--- config.mk ---
export PLATFORM = sky130hd
export DESIGN_NAME = alu_shift_arbiter
export DESIGN_NICKNAME = d
export VERILOG_FILES = /design/src/rtl/alu_pkg.sv /design/src/rtl/rr_arbiter.sv /design/src/rtl/alu_shift_arbiter.sv
export SDC_FILE = /design/constraint.sdc
export NUM_CORES = 1
export LEC_CHECK = 0
export CAP_MARGIN = 10
export CORE_ASPECT_RATIO = 0.75
export CORE_MARGIN = 4
export CORE_UTILIZATION = 50
export CTS_BUF_LIST = sky130_fd_sc_hd__clkbuf_8
export DETAILED_ROUTE_END_ITERATION = 10
export PLACE_DENSITY = 0.9
export SLEW_MARGIN = 30
export SYNTH_ARGS = -nofsm -noshare
export SYNTH_HDL_FRONTEND = slang
export SYNTH_SLANG_ARGS = --single-unit
--- constraint.sdc ---
create_clock -name clk -period 10.8 [get_ports clk]
set_clock_uncertainty 0.15 [all_clocks]
set_input_delay 1.08 -clock clk [delete_from_list [all_inputs] [get_ports clk]]
set_output_delay 1.08 -clock clk [all_outputs]
set_load 0.05 [all_outputs]
--- src/rtl/alu_pkg.sv ---
`default_nettype none
// ============================================================================
// Module      : alu_pkg
// Description : Shared opcodes and FSM state type for the shift arbiter.
// Revision    : 1.0 - initial release
// ============================================================================
package alu_pkg;

    localparam logic [3:0] OPCODE_SLL           = 4'b0101;
    localparam logic [3:0] OPCODE_SAR           = 4'b0110;
    localparam logic [3:0] OPCODE_ROTATIONLEFT  = 4'b0111;
    localparam logic [3:0] OPCODE_ROTATIONRIGHT = 4'b1000;

    typedef enum logic [1:0] {
        IDLE = 2'd0,
        EXEC = 2'd1,
        RESP = 2'd2
    } alu_arb_state_e;

endpackage
`default_nettype wire

--- src/rtl/rr_arbiter.sv ---
`default_nettype none
// ============================================================================
// Module      : rr_arbiter
// Description : Combinational round-robin pick: first asserted request at or
//               after the pointer, searching upward with wrap.
// Revision    : 1.0 - initial release
// ============================================================================
module rr_arbiter #(
    parameter  int N   = 4,
    localparam int IDW = (N > 1) ? $clog2(N) : 1
) (
    input  logic [N-1:0]   i_req,
    input  logic [IDW-1:0] i_ptr,
    output logic [N-1:0]   o_gnt,
    output logic [IDW-1:0] o_idx,
    output logic           o_any
);

    // Scan N positions starting at the pointer; the first hit wins.
    always_comb begin
        int w_pos;
        o_gnt = '0;
        o_idx = '0;
        o_any = 1'b0;
        w_pos = 0;
        for (int k = 0; k < N; k++) begin
            w_pos = int'(i_ptr) + k;
            if (w_pos >= N) begin
                w_pos = w_pos - N;
            end
            if (!o_any && i_req[w_pos]) begin
                o_any        = 1'b1;
                o_gnt[w_pos] = 1'b1;
                o_idx        = IDW'(w_pos);
            end
        end
    end

endmodule
`default_nettype wire

--- src/rtl/alu_shift_arbiter.sv ---
`default_nettype none
// ============================================================================
// Module      : alu_shift_arbiter
// Description : One shift/rotate unit (SLL, SAR, ROL, ROR) shared by NUM_REQ
//               requesters with round-robin grant and a tagged valid/ready
//               response channel.
// Revision    : 1.0 - initial release
// ============================================================================
module alu_shift_arbiter
    import alu_pkg::*;
#(
    parameter  int WIDTH   = 32,
    parameter  int NUM_REQ = 4,
    localparam int ID_W    = $clog2(NUM_REQ)
) (
    input  logic                     clk,
    input  logic                     rst_n,
    input  logic [NUM_REQ-1:0]       req_valid,
    output logic [NUM_REQ-1:0]       req_ready,
    input  logic [NUM_REQ*WIDTH-1:0] req_a,
    input  logic [NUM_REQ*WIDTH-1:0] req_b,
    input  logic [NUM_REQ*4-1:0]     req_op,
    output logic                     rsp_valid,
    input  logic                     rsp_ready,
    output logic [WIDTH-1:0]         rsp_data,
    output logic [ID_W-1:0]          rsp_id,
    output logic                     rsp_err,
    output logic                     busy
);

    localparam int SH_W = $clog2(WIDTH);

    alu_arb_state_e     r_state;
    alu_arb_state_e     w_state_nxt;
    logic [ID_W-1:0]    r_ptr;
    logic [WIDTH-1:0]   r_a;
    logic [SH_W-1:0]    r_sh;
    logic [3:0]         r_op;
    logic [ID_W-1:0]    r_id;
    logic               r_rsp_valid;
    logic [WIDTH-1:0]   r_rsp_data;
    logic [ID_W-1:0]    r_rsp_id;
    logic               r_rsp_err;

    logic [WIDTH-1:0]   w_a_arr  [NUM_REQ];
    logic [SH_W-1:0]    w_sh_arr [NUM_REQ];
    logic [3:0]         w_op_arr [NUM_REQ];
    logic [NUM_REQ-1:0] w_gnt;
    logic [ID_W-1:0]    w_idx;
    logic               w_any;
    logic               w_take;
    logic [ID_W-1:0]    w_ptr_nxt;
    logic [SH_W-1:0]    w_nsh;
    logic [WIDTH-1:0]   w_res;
    logic               w_err;
    logic               w_unused_b;

    // Only B mod WIDTH matters; the upper bits of each B are intentionally dropped.
    assign w_unused_b = ^req_b;

    generate
        for (genvar gi = 0; gi < NUM_REQ; gi++) begin : g_unpack
            assign w_a_arr[gi]  = req_a[gi*WIDTH +: WIDTH];
            assign w_sh_arr[gi] = req_b[gi*WIDTH +: SH_W];
            assign w_op_arr[gi] = req_op[gi*4 +: 4];
        end
    endgenerate

    rr_arbiter #(
        .N (NUM_REQ)
    ) u_arb (
        .i_req (req_valid),
        .i_ptr (r_ptr),
        .o_gnt (w_gnt),
        .o_idx (w_idx),
        .o_any (w_any)
    );

    // A grant happens in every IDLE cycle that has at least one valid request.
    assign w_take    = (r_state == IDLE) && w_any;
    assign req_ready = (w_take && rst_n) ? w_gnt : '0;
    assign w_ptr_nxt = (w_idx == ID_W'(NUM_REQ - 1)) ? '0 : w_idx + 1'b1;

    // State register.
    always_ff @(posedge clk or negedge rst_n) begin
        if (!rst_n) begin
            r_state <= IDLE;
        end else begin
            r_state <= w_state_nxt;
        end
    end

    // Next-state logic: IDLE -> EXEC on grant, EXEC -> RESP, RESP -> IDLE on accept.
    always_comb begin
        w_state_nxt = r_state;
        case (r_state)
            IDLE:    if (w_any) w_state_nxt = EXEC;
            EXEC:    w_state_nxt = RESP;
            RESP:    if (rsp_ready) w_state_nxt = IDLE;
            default: w_state_nxt = IDLE;
        endcase
    end

    // Capture the winner's operands and advance the round-robin pointer past it.
    always_ff @(posedge clk or negedge rst_n) begin
        if (!rst_n) begin
            r_a   <= '0;
            r_sh  <= '0;
            r_op  <= '0;
            r_id  <= '0;
            r_ptr <= '0;
        end else if (w_take) begin
            r_a   <= w_a_arr[w_idx];
            r_sh  <= w_sh_arr[w_idx];
            r_op  <= w_op_arr[w_idx];
            r_id  <= w_idx;
            r_ptr <= w_ptr_nxt;
        end
    end

    // Rotates use the complementary amount modulo WIDTH, which is 0 when sh is 0.
    assign w_nsh = -r_sh;

    // Shift/rotate mux; unknown opcodes yield zero data and the error flag.
    always_comb begin
        w_res = '0;
        w_err = 1'b0;
        case (r_op)
            OPCODE_SLL:           w_res = r_a << r_sh;
            OPCODE_SAR:           w_res = $signed(r_a) >>> r_sh;
            OPCODE_ROTATIONLEFT:  w_res = (r_a << r_sh) | (r_a >> w_nsh);
            OPCODE_ROTATIONRIGHT: w_res = (r_a >> r_sh) | (r_a << w_nsh);
            default:              w_err = 1'b1;
        endcase
    end

    // Response registers: loaded in EXEC, held in RESP until accepted.
    always_ff @(posedge clk or negedge rst_n) begin
        if (!rst_n) begin
            r_rsp_valid <= 1'b0;
            r_rsp_data  <= '0;
            r_rsp_id    <= '0;
            r_rsp_err   <= 1'b0;
        end else if (r_state == EXEC) begin
            r_rsp_valid <= 1'b1;
            r_rsp_data  <= w_res;
            r_rsp_id    <= r_id;
            r_rsp_err   <= w_err;
        end else if ((r_state == RESP) && rsp_ready) begin
            r_rsp_valid <= 1'b0;
        end
    end

    assign rsp_valid = r_rsp_valid;
    assign rsp_data  = r_rsp_data;
    assign rsp_id    = r_rsp_id;
    assign rsp_err   = r_rsp_err;
    assign busy      = (r_state != IDLE);

endmodule
`default_nettype wire

Yosys cells after proc, flatten, opt, wreduce, memory -nomap -nowiden
Cells that the tools add are included.
- register bits: 83
- bits of input ports: 279
- add/subtract/negate cells: 9
- magnitude comparators: 13
- equality and inequality tests: 9
- shift-type cells: 5
- mux-type cells: 54
- bitwise gates (word level): 6
- reductions and logical operators: 18
- operators by type and width (kind ; number):
    32-bit 2-to-1 mux ; 6
    32-bit by 1-bit >= comparator with 1-bit output (second input constant) ; 4
    32-bit by 4-bit less-than comparator with 1-bit output (second input constant) ; 4
    32-bit one-hot mux with 4 select lines ; 1
    32-bit by 4-bit >= comparator with 1-bit output (second input constant) ; 3
    32-bit by 4-bit subtractor with 32-bit output (second input constant) ; 3
    32-bit binary-select mux with 2-bit select ; 1
    32-bit OR ; 2
    32-bit by 5-bit << shifter with 32-bit output ; 2
    32-bit by 5-bit >> shifter with 32-bit output ; 2
    32-bit by 5-bit >>> shifter with 32-bit output ; 1
    4-bit 2-to-1 mux ; 7
    1-bit 2-to-1 mux ; 19
    2-bit 2-to-1 mux ; 7
    4-bit by 3-bit == test with 1-bit output (second input constant) ; 3
    4-bit OR ; 3
    5-bit binary-select mux with 2-bit select ; 1
    1-bit logical AND ; 10
    5-bit 2-to-1 mux ; 2
    1-bit binary-select mux with 2-bit select ; 4
    4-bit binary-select mux with 2-bit select ; 1
    1-bit demux with 2-bit select ; 4
    2-bit by 2-bit adder with 3-bit output (second input constant) ; 2
    2-bit one-hot mux with 3 select lines ; 1
    other kinds (16) ; 21

Depth between registers and ports, before layout
Gate-level depths: netlist of the first run.
- depth in word-level cells: 19
- mapped depth: 18
- gate-level depth less buffers: 8

Hierarchy
A second synthesis of the first run with hierarchy kept.
- cell total of the unflattened synthesis: 1498
- area, all modules: 13965.9 um^2
- modules (own cells, without submodules) (module ; times used ; cells an instance ; area each (um^2) ; seq. area each (um^2)):
    alu_shift_arbiter ; 1 ; 1450 ; 13505.5 ; 2077.0
    rr_arbiter ; 1 ; 48 ; 460.4 ; 0.0

Worst setup path before layout of the first run
Ideal clock, no wire load.
- path type: register to output
- from: reg r_ptr[1]
- to: out req_ready[0]
- arrival time: 2.919 ns
- data required time: 9.570 ns
- setup slack: 6.651 ns
- cell stages (with the launch flop): 10
- path buffers: 2
- path through: dfrtp_1 -> clkbuf_1 -> inv_1 -> ha_1 -> buf_2 -> or3b_1 -> a2111oi_2 -> nor3_1 -> nand2b_1 -> a21oi_1
- longest elaborated chain between the ends: 18
- elaborated cells on any way between the ends: 67
- ends and longest elaborated chain (element ; line ; text):
    start, declared ; alu_shift_arbiter.sv:35 ; logic [ID_W-1:0] r_ptr;
    start signal, assigned ; alu_shift_arbiter.sv:117 ; r_ptr <= w_ptr_nxt;
    parallel branches: the longest is 17 deep, another holds 32-bit by 4-bit subtractor with 32-bit output ; -- ;
    4-bit 2-to-1 mux (*) ; alu_shift_arbiter.sv:81 ; assign req_ready = (w_take && rst_n) ? w_gnt : '0;
    end, declared ; alu_shift_arbiter.sv:19 ; output logic [NUM_REQ-1:0] req_ready,
Every way passes the cells marked *. The select of a mux whose other input is x is not followed.

Final worst setup path of the first run
- from: reg r_ptr[0]
- to: out req_ready[3]
Same word-level chain as after synthesis.

==> results of run 1 <==
## cells in the final DEF (no fill, tap or decap), types with 18 or more instances in the layout
master,n
sky130_fd_sc_hd__o21ai_0,56
sky130_fd_sc_hd__nand2b_1,18
sky130_fd_sc_hd__dfrtp_1,79
sky130_fd_sc_hd__nand2_1,118
sky130_fd_sc_hd__o211ai_1,28
sky130_fd_sc_hd__a21oi_1,55
sky130_fd_sc_hd__mux2_2,50
sky130_fd_sc_hd__mux2i_1,159
sky130_fd_sc_hd__a211oi_1,70
sky130_fd_sc_hd__clkdlybuf4s50_1,210
sky130_fd_sc_hd__buf_4,34
sky130_fd_sc_hd__and2_1,51
sky130_fd_sc_hd__nor3_1,25
sky130_fd_sc_hd__a221oi_1,50
sky130_fd_sc_hd__mux4_2,120
sky130_fd_sc_hd__o22ai_1,21
sky130_fd_sc_hd__o21ai_1,20
sky130_fd_sc_hd__nor2_1,134
sky130_fd_sc_hd__nand3_1,23
## metrics by stage
step,hold WS [ns],utilization [%]
after floorplan,0.282,-
after detailed placement,0.304,59.0
after CTS,0.325,59.8
after global routing,0.356,59.8
after global placement,0.290,58.8
final,0.336,59.8
## worst max-delay path: cells and delay by family, from the launching register on
| family | cells | cell delay [ns] |
|---|---|---|
| AO/OA/AOI/OAI | 1 | 0.17 |
| adder cells (fa/ha/maj) | 1 | 0.48 |
| buffers and inverters | 2 | 1.12 |
| flip-flops | 1 | 0.74 |
| AND/OR/NAND/NOR | 4 | 1.47 |
## sequential cells by signal, indices dropped and copies added (netlist names)
| register | cells |
|---|---|
| r_ptr | 2 |
| r_a | 32 |
| rsp_id | 2 |
| r_op | 4 |
| r_sh | 5 |
| rsp_data | 32 |
| rsp_err | 1 |
| rsp_valid | 1 |
| r_id | 2 |
| r_state | 2 |
## cell families (layout without fill, tap and decap cells)
family | count (synthesis) | after routing | synth area share [%]
compound gates | 436 | 436 | 23.3
simple gates | 435 | 435 | 15.5
mux | 341 | 341 | 37.2
buf+inv | 207 | 271 | 7.37
flops | 83 | 83 | 15.5
xor+xnor | 8 | 8 | 0.578
fa+ha+maj | 6 | 6 | 0.559
other cells | 0 | 1 | 0
## layer usage
layer	wire [um]	track usage [%]
met1	25200	60.0
met4	4210	20.4
met2	27700	64.2
met3	10500	17.3
met5	47	0
## final timing paths
kind / from / endpoint / depth (start not counted)
max in group asynchronous: rst_n / r_id[1] / 2
max: r_ptr[0] / req_ready[3] / 8
max reg2reg: r_sh[0] / rsp_data[8] / 10
min: r_id[0] / rsp_id[0] / 2
min reg2reg: r_id[0] / rsp_id[0] / 2
min in group asynchronous: rst_n / rsp_data[24] / 1
## area by class of cell
cell class                      count  area share, %
Sequential cell                    83           13.3
Timing Repair Buffer              246           15.3
Tap cell                          344           2.74
Antenna cell                        1         0.0160
Clock inverter                      5          0.383
Multi-Input combinational cell   1226           67.1
Inverter                            9          0.215
Clock buffer                       11          0.965
==> out/results.md, run 1 <==
### STA
* **worst slew slack as a fraction of its limit** 25.8%
* **Total Neg Setup Slack** 0 ns
* **post-route minimum period** 5.62 ns
* **setup repair after global routing missed its margin** false
* **least setup slack across all paths after layout** 5.18 ns
* **final hold violations** 0
* **Pins Over Slew Limit** 0
* **number of failing setup endpoints in the final timing report** 0
* **maximum clock frequency** 0.178 GHz
* **slew of the pin with the lowest slew margin** 1.11 ns
* **post-route clock period utilization** 52.1%

### Clocking
* **Post-CTS Setup Inserts** 0
* **Clk pin slew, worst setup/hold paths** 0.10 ns
* **CTS tree** done
* **buffers from clock root to sink, at most** 2
* **CTS HTree Levels** 3
* **clock latency reported for the late side of the worst-skew pair** 0.42 ns
* **clock sink count** 83
* **clock root buffer** sky130_fd_sc_hd__clkbuf_8
* **post-cts hold buffer count** 0
* **post-cts gate resize count** 0
* **Num CTS Buffers** 9

### Detailed routing
* **Iter 0 DRT Violations** 2,713
* **average detailed-routed wire length per instance** 35.1 um
* **Total Routed Length** 67,600 um
* **length of the first detailed-routing pass in iterations** 7
* **via/cell ratio** 7.88
* **DRT antenna net count** 0
* **number of design rule violations left after detail routing** 0
* **via count** 15.2k

### Setup path
* **most frequent cell on the critical path** sky130_fd_sc_hd__nor3_1
* **signal arrival time at the worst endpoint** 4.39 ns
* **cell-by-cell listing of the critical path** inv_1 > ha_1 > or4b_1 > nor3_1 > nor3_1 > nand2b_1 > a21oi_1 > clkdlybuf4s50_1
* **Crit path largest cell delay** 0.83 ns
* **data required time of the critical path** 9.57 ns
* **critical-path cell with the highest stage delay** sky130_fd_sc_hd__clkdlybuf4s50_1
* **nature of the critical path startpoint** flop
* **slack of the worst reg-to-reg path** 5.42 ns
* **start-to-end type of the worst setup path** flop to output pin
* **Critical Path Sink Type** output pin
* **CP Max Fanout** 16

### Yosys
* **count of state elements after synthesis** 83
* **commonest cells in the synthesized netlist** 160 x sky130_fd_sc_hd__mux2i_1, 135 x sky130_fd_sc_hd__nor2_1, 121 x sky130_fd_sc_hd__clkbuf_1
* **most area-hungry cell type in the Yosys netlist** sky130_fd_sc_hd__mux4_2
* **Synth Flop Type** sky130_fd_sc_hd__dfrtp_1
* **gate count of the mapped netlist** 1,516
* **area of the mapped netlist** 0.0134 mm^2
* **Seq/Total Area, Yosys** 15.5%
* **number of enable flip-flop cells after synthesis** 0
* **largest cells by area after synthesis** sky130_fd_sc_hd__mux4_2 20%, sky130_fd_sc_hd__dfrtp_1 15%, sky130_fd_sc_hd__mux2i_1 12%, sky130_fd_sc_hd__mux2_2 4.2%, sky130_fd_sc_hd__a211oi_1 3.9%
* **fraction of synthesized cell area taken by the top area cell type** 20.1%
* **top-count cell post-synth** sky130_fd_sc_hd__mux2i_1
* **Async S/R FF share, synth** 100%
* **Avg Cell Area, Syn** 8.85 um^2
* **Mapped Nets** 1,801
* **synth unique cells** 84
* **Ys Warns** 0

### Floorplanning
* **FP Rows** 51
* **I/O pin cnt** 320
* **Starting Density** 51.2%
* **area of the die** 0.0296 mm^2
* **Vert. Die Dim** 150 um
* **die span in x** 197 um
* **total core area** 0.0262 mm^2

### Final layout
* **total number of nets in the final design** 1,860
* **Post-Layout Inst Area** 0.0157 mm^2
* **area taken by multi-input logic gates** 0.0105 mm^2
* **Storage cell area** 0.00209 mm^2
* **area growth from synthesis to final layout** 16.8%
* **Fillers** 2,212
* **filler-free cell count of the finished design** 1,925
* **ratio of cells with drive above 1 in the final layout** 16.4%

### Global routing
* **pin count of the biggest net entering global routing** 67
* **number of global-route vias before repair** 14.2k
* **antenna violations before repair** 1
* **overall global routing resource usage** 44.8%
* **global route overflow** 0
* **global-route wire length before repair** 98,300 um

### Place
* **cell area after placement** 0.0155 mm^2
* **number of I/O port buffers** 211
* **half-perimeter wire length after placement** 48,400 um
* **GP Congestion** 1.07
* **pre-CTS WS** 5.38 ns
* **placed cell count** 1,908

### Flow run
* **# Max-Cap Violations** 0

### Min path
* **Hold/Removal Path Class** flop to flop

### Run status
* **outcome** finished, final reports clean

Power of run 1 is not shown: default switching activity piles up to over one toggle a cycle in this logic, so the estimate is an artifact.
==> inputs of run 2 (changes only) <==
==> constraint.sdc (replaced) <==
create_clock -name clk -period 5.6 [get_ports clk]
set_clock_uncertainty 0.15 [all_clocks]
set_input_delay 0.56 -clock clk [delete_from_list [all_inputs] [get_ports clk]]
set_output_delay 0.56 -clock clk [all_outputs]
set_load 0.05 [all_outputs]
==> out/results.md, run 2 (same netlist as run 1, synthesis figures left out) <==
### STA
* **slew of the pin with the lowest slew margin** 1.13 ns, +0.0241 ns
* **number of failing setup endpoints in the final timing report** 0, unchanged
* **final hold violations** 0, unchanged
* **setup repair after global routing missed its margin** false
* **maximum clock frequency** 0.196 GHz
* **post-route minimum period** 5.09 ns
* **Pins Over Slew Limit** 0, unchanged
* **post-route clock period utilization** 91.0%
* **worst slew slack as a fraction of its limit** 23.8%, -2.0 points
* **Total Neg Setup Slack** 0 ns, unchanged

### Global routing
* **pin count of the biggest net entering global routing** 67, unchanged
* **global-route wire length before repair** 97,400 um, -0.88%
* **met3 routing resource usage after global routing** 18.6%, +1.4 points
* **antenna violations before repair** 4, +3
* **busiest grt layer** met2
* **overall global routing resource usage** 44.1%, -0.68 points
* **met1 Use GR** 58.7%, -1.2 points
* **number of global-route vias before repair** 14.2k, +0.091%
* **global route overflow** 0, unchanged
* **met2 routing resource usage after global routing** 63.7%, -0.50 points

### Setup path
* **Crit path largest cell delay** 0.83 ns, about the same
* **data required time of the critical path** 4.89 ns, -4.68 ns
* **Critical Path Sink Type** output pin
* **cell family contributing the most delay on the critical path** simple AND/OR/NAND/NOR gates
* **nature of the critical path startpoint** flop
* **cell-by-cell listing of the critical path** inv_1 > ha_1 > or4b_1 > nor3_1 > nor3_1 > nand2b_1 > a21oi_1 > clkdlybuf4s50_1
* **signal arrival time at the worst endpoint** 4.38 ns, about the same
* **start-to-end type of the worst setup path** flop to output pin
* **buffers and inverters on the worst path** 2, unchanged
* **critical-path cell with the highest stage delay** sky130_fd_sc_hd__clkdlybuf4s50_1
* **most frequent cell on the critical path** sky130_fd_sc_hd__nor3_1
* **CP Max Fanout** 16, unchanged

### Run status
* **outcome** finished, final reports clean

### Final layout
* **highest-count cells in the layout ignoring fill and taps** 210 x sky130_fd_sc_hd__clkdlybuf4s50_1, 160 x sky130_fd_sc_hd__mux2i_1, 134 x sky130_fd_sc_hd__nor2_1
* **ratio of cells with drive above 1 in the final layout** 17.2%, +0.80 points
* **ANT cells** 0, -1
* **leading cell type in the layout, fill and taps excluded** sky130_fd_sc_hd__clkdlybuf4s50_1
* **total number of nets in the final design** 1,880, +1.1%
* **filler-free cell count of the finished design** 1,944, +0.99%
* **area growth from synthesis to final layout** 18.2%

### Clocking
* **clock latency reported for the late side of the worst-skew pair** 0.42 ns, about the same
* **clock sink count** 83, unchanged
* **CTS tree** done
* **Clk pin slew, worst setup/hold paths** 0.10 ns, about the same
* **Num CTS Buffers** 9, unchanged
* **CTS HTree Levels** 3, unchanged
* **clock root buffer** sky130_fd_sc_hd__clkbuf_8
* **buffers from clock root to sink, at most** 2, unchanged
* **Post-CTS Setup Inserts** 0, unchanged

### Floorplanning
* **Vert. Die Dim** 150 um, unchanged
* **die span in x** 197 um, unchanged
* **total core area** 0.0262 mm^2, unchanged
* **I/O pin cnt** 320, unchanged
* **FP Rows** 51, unchanged
* **area of the die** 0.0296 mm^2, unchanged
* **Starting Density** 51.2%, unchanged

### Detailed routing
* **via count** 15.2k, -0.053%
* **length of the first detailed-routing pass in iterations** 9, +2
* **number of design rule violations left after detail routing** 0, unchanged
* **average detailed-routed wire length per instance** 34.3 um, -2.5%
* **DRT antenna net count** 0, unchanged
* **Total Routed Length** 66,600 um, -1.5%
* **Iter 0 DRT Violations** 2,865, +5.6%
* **via/cell ratio** 7.79, -1.0%

### Place
* **placed cell count** 1,927, +1.0%
* **half-perimeter wire length after placement** 48,700 um, +0.79%
* **number of I/O port buffers** 211, unchanged
* **GP Congestion** 1.09, +1.3%

### Flow run
* **# Max-Cap Violations** 0, unchanged

### Min path
* **Hold/Removal Path Class** flop to flop

==> run 2: path summary, 6_finish.rpt <==
| kind | from | endpoint | slack, ns | cells past startpoint |
|---|---|---|---|---|
| max in group asynchronous | rst_n | r_sh[1] | 3.50 | 3 |
| min in group asynchronous | rst_n | rsp_data[7] | 0.51 | 2 |
| worst max-delay path | r_ptr[0] | req_ready[0] | 0.51 | 8 |
| worst min-delay path | r_id[0] | rsp_id[0] | 0.33 | 2 |
| worst max register to register | r_ptr[0] | r_a[8] | 1.26 | 9 |
| worst min register to register | r_id[0] | rsp_id[0] | 0.33 | 2 |
==> run 2: metal layers <==
layer  vias to the layer above  share of wire, %
met1                      7442                37
met2                      1357                41
met4                         6               5.3
met5                         -             0.056
met3                       252                16
li1                       6096                 -
==> run 2: repair_timing <==
item | in CTS | in global routing
hold buffers | 1 | 0
resized for setup | 0 | 0
hold endpoints to repair | 30 | 0
==> run 2: final cells by class <==
type	instances	area (um^2)
Tap cell	344	430
Inverter	9	33.8
Sequential cell	83	2090
Clock inverter	7	101
Timing Repair Buffer	266	2580
Fill cell	2199	10400
Clock buffer	9	124
Multi-Input combinational cell	1226	10500
==> run 2: tightest hold or removal path: cells and delay by family (launching register included) <==
family	cells	cell delay [ns]
simple gates	2	0.10
flops	1	0.36
==> run 2: through the flow <==
stage	hold WS (ns)	util, %	setup slack [ns]	cell area, um^2
after floorplan	0.114	-	1.87	13400
after global routing	0.349	60.5	0.284	15900
after global placement	0.290	59.6	1.16	15600
final	0.333	60.5	0.506	15900
after detailed placement	0.310	59.6	1.05	15600
after CTS	0.333	60.5	0.584	15900
Power of run 2 is left out for the same reason.
